File: src/rtl/disp_ctrl.sv
// Multi-channel seven-segment display controller: converts CHANNELS values to
// DIGITS active-low segment codes each, in decimal (double-dabble) or hex mode.
module disp_ctrl #(
  parameter int CHANNELS    = 2,
  parameter int IN_WIDTH    = 6,
  parameter int DIGITS      = 2,
  parameter int REFRESH_DIV = 1_000_000
) (
  input  logic                           clk,
  input  logic                           rst_n,
  input  logic [CHANNELS*IN_WIDTH-1:0]   in,
  input  logic                           mode,
  input  logic                           blank_lz,
  input  logic                           update,
  output logic [CHANNELS*DIGITS*7-1:0]   hex,
  output logic                           busy,
  output logic [CHANNELS-1:0]            ovf
);

  function automatic logic [63:0] pow10(input int n);
    logic [63:0] p;
    p = 64'd1;
    for (int i = 0; i < n; i++) begin
      p = p * 64'd10;
    end
    return p;
  endfunction

  function automatic logic [6:0] seg7(input logic [3:0] n);
    logic [6:0] s;
    case (n)
      4'h0: s = 7'h40;  4'h1: s = 7'h79;  4'h2: s = 7'h24;  4'h3: s = 7'h30;
      4'h4: s = 7'h19;  4'h5: s = 7'h12;  4'h6: s = 7'h02;  4'h7: s = 7'h78;
      4'h8: s = 7'h00;  4'h9: s = 7'h10;  4'hA: s = 7'h08;  4'hB: s = 7'h03;
      4'hC: s = 7'h46;  4'hD: s = 7'h21;  4'hE: s = 7'h06;  4'hF: s = 7'h0E;
      default: s = 7'h7F;
    endcase
    return s;
  endfunction

  localparam int          BCD_W   = 4 * DIGITS;
  localparam int          CH_W    = (CHANNELS > 1) ? $clog2(CHANNELS) : 1;
  localparam int          CNT_W   = $clog2(IN_WIDTH + 1);
  localparam int          RC_W    = $clog2(REFRESH_DIV);
  localparam logic [63:0] DEC_MAX = pow10(DIGITS) - 64'd1;
  localparam logic [63:0] HEX_LIM = 64'd1 << BCD_W;

  typedef enum logic [2:0] {
    ST_IDLE  = 3'd0,
    ST_LOAD  = 3'd1,
    ST_SHIFT = 3'd2,
    ST_STORE = 3'd3,
    ST_DONE  = 3'd4
  } state_t;

  state_t                          state_r, state_next_s;
  logic [RC_W-1:0]                 rc_r;
  logic                            tick_s, trig_s, start_s;
  logic                            pending_r;
  logic [CHANNELS*IN_WIDTH-1:0]    snap_in_r;
  logic                            snap_mode_r, snap_blank_r;
  logic [CH_W-1:0]                 ch_r;
  logic [CNT_W-1:0]                cnt_r;
  logic [IN_WIDTH-1:0]             shift_r, cur_val_s;
  logic [BCD_W-1:0]                bcd_r, bcd_adj_s;
  logic                            cur_ovf_r, load_ovf_s;
  logic [63:0]                     val64_s;
  logic [DIGITS*7-1:0]             digits_s;
  logic [CHANNELS*DIGITS*7-1:0]    hex_r;
  logic [CHANNELS-1:0]             ovf_r;
  logic                            busy_r;

  assign tick_s    = (rc_r == RC_W'(REFRESH_DIV - 1));
  assign trig_s    = tick_s | update;
  assign cur_val_s = snap_in_r[ch_r*IN_WIDTH +: IN_WIDTH];
  assign val64_s   = 64'(cur_val_s);

  assign hex  = hex_r;
  assign busy = busy_r;
  assign ovf  = ovf_r;

  // Next-state selection and pass-start detection.
  always_comb begin
    state_next_s = state_r;
    start_s      = 1'b0;
    case (state_r)
      ST_IDLE: begin
        if (trig_s) begin
          state_next_s = ST_LOAD;
          start_s      = 1'b1;
        end else begin
          state_next_s = ST_IDLE;
        end
      end
      ST_LOAD: begin
        if (snap_mode_r) state_next_s = ST_STORE;
        else             state_next_s = ST_SHIFT;
      end
      ST_SHIFT: begin
        if (cnt_r == CNT_W'(IN_WIDTH - 1)) state_next_s = ST_STORE;
        else                               state_next_s = ST_SHIFT;
      end
      ST_STORE: begin
        if (ch_r == CH_W'(CHANNELS - 1)) state_next_s = ST_DONE;
        else                             state_next_s = ST_LOAD;
      end
      ST_DONE: begin
        // A trigger landing in DONE folds into the back-to-back pass.
        if (pending_r || trig_s) begin
          state_next_s = ST_LOAD;
          start_s      = 1'b1;
        end else begin
          state_next_s = ST_IDLE;
        end
      end
      default: state_next_s = ST_IDLE;
    endcase
  end

  // Overflow decision for the channel being loaded.
  always_comb begin
    if (snap_mode_r) load_ovf_s = (val64_s >= HEX_LIM);
    else             load_ovf_s = (val64_s > DEC_MAX);
  end

  // Add-3 correction of every BCD nibble before the next shift.
  always_comb begin
    bcd_adj_s = bcd_r;
    for (int d = 0; d < DIGITS; d++) begin
      if (bcd_r[4*d +: 4] >= 4'd5) bcd_adj_s[4*d +: 4] = bcd_r[4*d +: 4] + 4'd3;
      else                         bcd_adj_s[4*d +: 4] = bcd_r[4*d +: 4];
    end
  end

  // Segment codes for the current channel, scanned from the top digit down for blanking.
  always_comb begin : digit_gen
    logic       lead;
    logic [3:0] nib;
    digits_s = {(DIGITS*7){1'b0}};
    lead     = 1'b1;
    nib      = 4'h0;
    for (int d = DIGITS - 1; d >= 0; d--) begin
      if (snap_mode_r) nib = val64_s[4*d +: 4];
      else             nib = bcd_r[4*d +: 4];
      if (cur_ovf_r) begin
        digits_s[d*7 +: 7] = 7'h3F;
      end else if (snap_blank_r && lead && (nib == 4'h0) && (d != 0)) begin
        digits_s[d*7 +: 7] = 7'h7F;
      end else begin
        digits_s[d*7 +: 7] = seg7(nib);
        lead               = 1'b0;
      end
    end
  end

  // FSM state, busy flag, refresh counter and pending request.
  always_ff @(posedge clk or negedge rst_n) begin
    if (!rst_n) begin
      state_r   <= ST_IDLE;
      busy_r    <= 1'b0;
      rc_r      <= {RC_W{1'b0}};
      pending_r <= 1'b0;
    end else begin
      state_r <= state_next_s;
      busy_r  <= (state_next_s != ST_IDLE);
      if (tick_s) rc_r <= {RC_W{1'b0}};
      else        rc_r <= rc_r + RC_W'(1);
      if (state_r == ST_IDLE || state_r == ST_DONE) pending_r <= 1'b0;
      else if (trig_s)                              pending_r <= 1'b1;
    end
  end

  // Snapshot capture and per-channel conversion datapath.
  always_ff @(posedge clk or negedge rst_n) begin
    if (!rst_n) begin
      snap_in_r    <= {(CHANNELS*IN_WIDTH){1'b0}};
      snap_mode_r  <= 1'b0;
      snap_blank_r <= 1'b0;
      ch_r         <= {CH_W{1'b0}};
      cnt_r        <= {CNT_W{1'b0}};
      shift_r      <= {IN_WIDTH{1'b0}};
      bcd_r        <= {BCD_W{1'b0}};
      cur_ovf_r    <= 1'b0;
      hex_r        <= {(CHANNELS*DIGITS){7'h7F}};
      ovf_r        <= {CHANNELS{1'b0}};
    end else begin
      if (start_s) begin
        snap_in_r    <= in;
        snap_mode_r  <= mode;
        snap_blank_r <= blank_lz;
        ch_r         <= {CH_W{1'b0}};
      end
      case (state_r)
        ST_LOAD: begin
          shift_r   <= cur_val_s;
          bcd_r     <= {BCD_W{1'b0}};
          cnt_r     <= {CNT_W{1'b0}};
          cur_ovf_r <= load_ovf_s;
        end
        ST_SHIFT: begin
          {bcd_r, shift_r} <= {bcd_adj_s[BCD_W-2:0], shift_r, 1'b0};
          cnt_r            <= cnt_r + CNT_W'(1);
          // A digit carried out of the top nibble can only mean an out-of-range value.
          cur_ovf_r        <= cur_ovf_r | bcd_adj_s[BCD_W-1];
        end
        ST_STORE: begin
          for (int k = 0; k < CHANNELS; k++) begin
            if (ch_r == CH_W'(k)) begin
              hex_r[k*DIGITS*7 +: DIGITS*7] <= digits_s;
              ovf_r[k]                      <= cur_ovf_r;
            end
          end
          if (ch_r != CH_W'(CHANNELS - 1)) ch_r <= ch_r + CH_W'(1);
        end
        default: ;
      endcase
    end
  end

endmodule

File: config.mk
export PLATFORM = sky130hd
export DESIGN_NAME = disp_ctrl
export DESIGN_NICKNAME = d
export VERILOG_FILES = /design/src/rtl/disp_ctrl.sv
export SDC_FILE = /design/constraint.sdc
export NUM_CORES = 1
export LEC_CHECK = 0
export ABC_AREA = 1
export CAP_MARGIN = 15
export CORE_UTILIZATION = 47
export DETAILED_ROUTE_END_ITERATION = 10
export GPL_TIMING_DRIVEN = 0
export PLACE_DENSITY = 0.71
export SKIP_CTS_REPAIR_TIMING = 1
export SYNTH_ARGS = -nofsm -noshare
export SYNTH_HDL_FRONTEND = slang
export SYNTH_SLANG_ARGS = --single-unit
File: constraint.sdc
create_clock -name clk -period 2.2 [get_ports clk]
set_clock_uncertainty 0.2 [all_clocks]
set_input_delay 0.33 -clock clk [delete_from_list [all_inputs] [get_ports clk]]
set_output_delay 0.33 -clock clk [all_outputs]
set_load 0.02 [all_outputs]
; ---- After elaboration in Yosys (flattened, before gate mapping)
; Memory sizes are Yosys's and may differ from the RTL's.
; Cells that the tools add are included.
[word_totals]
output_inout_bits = 31
reg_bits = 88
romBits = 224
input_bits = 17
mem_count = 2
[op_classes]
mux = 27
bitwise_logic = 3
order_cmp = 4
n_mul = 1
n_eq_ne = 6
shifts = 1
addsub = 5
n_reduce_logical = 10
[memory_table]
columns = memory, depth, word_bits, rd, rd_clocked_by_memory_dff, write_ports, line
row1 = (name not given), 16, 7, 1, 0, 0, 31  ; case (n)
row2 = (name not given), 16, 7, 1, 0, 0, 31
[op_table]
columns = cell, n
row1 = 7-bit two-way mux, 3
row2 = 20-bit by 1-bit adder with 20-bit output (second input constant), 1
row3 = 20-bit == test (second input constant), 1
row4 = 20-bit two-way mux, 1
row5 = 4-bit two-way mux, 4
row6 = 8-bit case mux with 2 select lines, 1
row7 = 3-bit case mux with 5 select lines, 1
row8 = 1-bit two-way mux, 12
row9 = 6-bit case mux with 2 select lines, 1
row10 = 12-bit by 5-bit indexed part select with 6-bit output, 1
row11 = 6-bit by 9-bit greater-or-equal comparator with 1-bit output (second input constant), 1
row12 = 4-bit by 2-bit adder with 4-bit output (second input constant), 2
row13 = 4-bit by 3-bit greater-or-equal comparator with 1-bit output (second input constant), 2
row14 = 6-bit by 7-bit > comparator with 1-bit output (second input constant), 1
row15 = 3-bit by 2-bit == test with 1-bit output (second input constant), 2
row16 = 3-bit == test (second input constant), 2
row17 = 3-bit case mux with 2 select lines, 1
row18 = 4-bit logical NOT, 1
row19 = 1-bit case mux with 2 select lines, 2
row20 = 2-bit AND reduction, 2
row21 = 2-bit nonzero test, 2
row22 = 3-bit by 1-bit adder with 3-bit output (second input constant), 1
row23 = 3-bit by 1-bit == test with 1-bit output (second input constant), 1
row24 = 3-bit logical NOT, 1
row25 = 8 further kinds, 10

; ---- Logic depth before layout (Yosys ltp)
[depth]
depth_word = 8
depth_mapped = 14
ltp_nobuf = 13

; ---- Worst setup path after synthesis
; OpenSTA, ideal clock, no wires.
[synth_timing]
path_kind = flip-flop to flip-flop
startpoint = register snap_mode_r
endpoint = register hex_r[3], in the netlist hex[3]
setup_time_ps = 76
t_required_ps = 1924
stages_incl_launch_ff = 11
path_slack_ps = 144
period_less_slack_ps = 2056
arrival_time_ps = 1780
cell_sequence = dfrtp_1 buf_2 o21ai_0 inv_1 ha_1 nand3_1 nand2_1 nand2_1 nand3_1 nand2_1 nand2_1
[synth_between]
elab_chain_cells = 3
[synth_lines]
columns = item, line
row1 = "start, declared", 61  ; logic snap_mode_r, snap_blank_r;
row2 = "start signal, assigned", 189  ; snap_mode_r <= mode;
row3 = 4-bit two-way mux, 143  ; if (snap_mode_r) nib = val64_s[4*d +: 4];
row4 = memory 16 x 7 bit, -
row5 = 7-bit two-way mux, 145  ; if (cur_ovf_r) begin
row6 = "end signal, assigned", 184  ; hex_r <= {(CHANNELS*DIGITS){7'h7F}};
row7 = "end signal, assigned by index", 209  ; hex_r[k*DIGITS*7 +: DIGITS*7] <= digits_s;
row8 = "end, declared", 69  ; logic [CHANNELS*DIGITS*7-1:0] hex_r;
; Every way passes these cells.
; A chain may end at the register's enable or synchronous reset.

; ---- Final worst setup path
[layout_timing]
startpoint = register ch_r
endpoint = register hex_r[26], in the netlist hex[26]
[layout_between]
elab_chain_cells = 7
elab_cells_between_ends = 9
[layout_lines]
columns = item, line
row1 = "start, declared", 62  ; logic [CH_W-1:0] ch_r;
row2 = "start signal, assigned", 179  ; ch_r <= {CH_W{1'b0}};
row3 = "start signal, assigned", 191  ; ch_r <= {CH_W{1'b0}};
row4 = "start signal, assigned", 213  ; if (ch_r != CH_W'(CHANNELS - 1)) ch_r <= ch_r + CH_W'(1);
row5 = "parallel branches: the longest is 7 deep, another holds memory 16 x 7 bit", -
; Several ways; the timed one is not identified.

==> flow_summary.ini <==
[critical_path]
crit-reg2reg-capture = hex[26]
timing.reg2reg.worst_path_depth = 14
critical_path.endpoint_type = register
max_incr_delay_on_cp_ns = 0.40
r2r-start = ch_r
required_time_at_the_worst_slack_endpoint_ns = 2.28
crit_path_arrival_time_ns = 2.18
worst-path-max-fanout = 8
crit_path_cell_trace = buf_6, inv_8, nand2_1, nand2_2, nand2_2, nand2_4, inv_4, ha_4, nand2_2, inv_2, a21oi_4, nand2_1, nor2_2, o21ai_1
cp_common_cell = sky130_fd_sc_hd__nand2_2
ff2ff_setup_slack_ns = 0.1
setup.worst_path.class = reg -> reg
startpoint_type = register
worst_path_max_delay_cell = sky130_fd_sc_hd__dfrtp_1

[yosys]
synth.net_count = 640
ys_ff_latch = 88
synth_compound_area_share_pct = 6.71
post_synth_num_cell_types = 36
synth_sequential_area_ratio_pct = 47.2
post_synth_inst_count = 604
synth.avg_cell_area_sq_um = 7.84
yosys-mux-area-fraction_pct = 0
synth_flop_cell = sky130_fd_sc_hd__dfrtp_1
synth_simple_gate_area_share_pct = 31.6
syn-cell-area_sq_um = 4740
synth-edff-count = 0
synth_xor_xnor_area_share_pct = 2.22
synth_adder_area_share_pct = 5.02
synth-async-reset-ratio_pct = 100
yosysWarningCount = 0
main_combinational_cell_family_by_area_after_synthesis = simple AND/OR/NAND/NOR gates

[global_routing]
grt_use_total_pct = 22.3
gr-total-overflow = 0
first_pass_grt_wire_length_um = 18100
pin_count_of_the_biggest_net_entering_global_routing = 47
antenna_found_initial = 0
grt_pass1_vias = 3905

[worst_hold_path]
worstHoldPathCells = 1
hold_path_class = reg -> reg
holdCritStartpoint = rc_r[0]
hold_end = rc_r[0]

[power]
irDropWorstVdd_mv = 0.651
power-per-cell-area_nw_per_um2 = 1370
post-layout-total-power_mw = 7.90
p_leak_nw = 2.86

[job]
timing.max_cap.violations = 0

[floorplan]
floorplan.rows = 36
ioPinCount = 48
die_x_um = 102
initial_core_util_pct = 48.5
die_h_um = 102
core_area_sq_um = 9770
die_area_sq_um = 10500

[cts]
clk_path_buf_depth = 2
insertion_delay_ns = 0.36
cts.clk_slew.worst_paths_ns = 0.09
clock-root-buffer = sky130_fd_sc_hd__clkbuf_8
cts-buffers-inserted = 9
cts_tree = built
clock-sinks = 88
htree_num_levels = 3

[place]
dp_cells = 785
port_buffers = 47
dp_hpwl_um = 7710
gp_congestion = 0.909

[sta]
timing.max_slew.rel_slack_pct = 63.1
post-route-period-util_pct = 95.5
min_period_ns = 2.10
worstMarginPinSlew_ns = 0.553
max_clock_freq_mhz = 476
report.final.slew_viol_count = 0
finalHoldViolations = 0
finalSetupViolations = 0
hold_slack_ns = 0.259
timing.setup.tns_ns = 0

[drt]
routed-via-count = 4124
drtAntennaViolNets = 0
wire_per_inst_um = 13.5
totalWireLength_um = 10900
dr.pass1.iters = 4
dr.first_iter.drc_count = 204
detail_route.vias_per_cell = 5.12
route.detailed.drc = 0

[layout]
diodes_inserted = 0
layout-drive-gt1-share_pct = 14.7
fillCellCount = 881
most_common_cell_after_layout_fill_and_taps_aside = sky130_fd_sc_hd__nand2_1
layout.cells.non_filler = 806
multi_input_area_sq_um = 2260
final_nets = 704
layout-area-overhead-vs-synth_pct = 22.0
register_area_sq_um = 2240
final_cell_mix = sky130_fd_sc_hd__nand2_1, sky130_fd_sc_hd__inv_1, sky130_fd_sc_hd__dfrtp_1

[run_status]
run_status = complete, no violations
==> through the flow <==
stage	util (%)	setup slack [ns]	cell area [sq um]
after floorplan	-	0.144	4740
after global placement	55.0	-2.51	5380
after detailed placement	55.2	-0.300	5400
after CTS	57.5	-0.351	5620
after global routing	59.2	-0.0144	5780
final	59.2	0.0981	5780
==> kinds of logic (layout without fill, tap and decap cells) <==
kind of cell | count (synthesis) | count (layout)
and+or+nand+nor | 344 | 344
DFF | 88 | 88
buffers and inverters | 87 | 156
AOI/OAI and AO/OA | 54 | 54
adders and majority gates | 19 | 19
xor gates and xnor gates | 12 | 12
==> cell usage after synthesis (2+ instances only) <==
cell / instances / area share, %
sky130_fd_sc_hd__nand2_2: 3 / 0.40
sky130_fd_sc_hd__nor3_1: 6 / 0.63
sky130_fd_sc_hd__o21ai_1: 3 / 0.32
sky130_fd_sc_hd__or2_2: 2 / 0.26
sky130_fd_sc_hd__inv_2: 3 / 0.24
sky130_fd_sc_hd__nand4_1: 8 / 1.1
sky130_fd_sc_hd__o211ai_1: 2 / 0.32
sky130_fd_sc_hd__dfstp_2: 28 / 16
sky130_fd_sc_hd__nand3_1: 64 / 6.8
sky130_fd_sc_hd__buf_2: 5 / 0.53
sky130_fd_sc_hd__clkbuf_1: 5 / 0.40
sky130_fd_sc_hd__nand3_2: 3 / 0.63
sky130_fd_sc_hd__xor2_1: 10 / 1.8
sky130_fd_sc_hd__a21oi_1: 11 / 1.2
sky130_fd_sc_hd__xnor2_1: 2 / 0.37
sky130_fd_sc_hd__o221ai_1: 5 / 0.92
sky130_fd_sc_hd__dfrtp_1: 60 / 32
sky130_fd_sc_hd__nor3_2: 2 / 0.42
sky130_fd_sc_hd__nor2_1: 48 / 3.8
sky130_fd_sc_hd__o22ai_1: 6 / 0.79
sky130_fd_sc_hd__nor2_2: 3 / 0.40
sky130_fd_sc_hd__inv_1: 72 / 5.7
sky130_fd_sc_hd__nand3_4: 2 / 0.74
sky130_fd_sc_hd__ha_1: 19 / 5.0
sky130_fd_sc_hd__nand2_1: 200 / 16
sky130_fd_sc_hd__o21ai_0: 22 / 2.3
==> worst max path at each step <==
stage                     to  cells after the start         from
detailed placement    hex[3]                     10  snap_mode_r
global placement    bcd_r[1]                      1        rst_n
global route         hex[26]                     14         ch_r
CTS                   hex[3]                     10  snap_mode_r
floorplan             hex[3]                     10  snap_mode_r
finish               hex[26]                     14         ch_r
==> sequential cells by signal (all words and copies together), names as in the netlist <==
register      count
hex              28
snap_blank_r      1
ovf               2
pending_r         1
state_r           3
snap_mode_r       1
bcd_r             8
busy              1
cur_ovf_r         1
rc_r             20
shift_r           6
snap_in_r        12
ch_r              1
cnt_r             3
==> final cells by class <==
type	count	area share, %
buffer	12	1.30
clock buffer	11	2.44
clock inverter	5	1.36
inverter	75	5.04
multi-input combinational	429	39.1
sequential	88	38.7
tap	133	2.88
timing repair buffer	53	9.22
==> per-layer routing <==
metal | track usage, % | share of wire [%] | up-vias
li1 | - | - | 2056
met1 | 30.3 | 47 | 1961
met2 | 36.8 | 47 | 90
met3 | 2.87 | 3.8 | 17
met4 | 7.47 | 1.5 | 0
met5 | 0 | 0 | -
==> where the power goes <==
group / internal, mW / total (mW) / switching (mW)
combinational: 1.50 / 4.02 / 2.51
sequential: 2.30 / 2.62 / 0.327
clock: 0.672 / 1.26 / 0.587
==> critical path: cells and delay by family, from the launching register on <==
family                     cells  cell delay [ns]
adders and majority gates      1             0.16
DFF                            1             0.40
AOI/OAI and AO/OA              2             0.31
and+or+nand+nor                7             0.63
buffers and inverters          4             0.32
(Power assumes the default switching activity.)
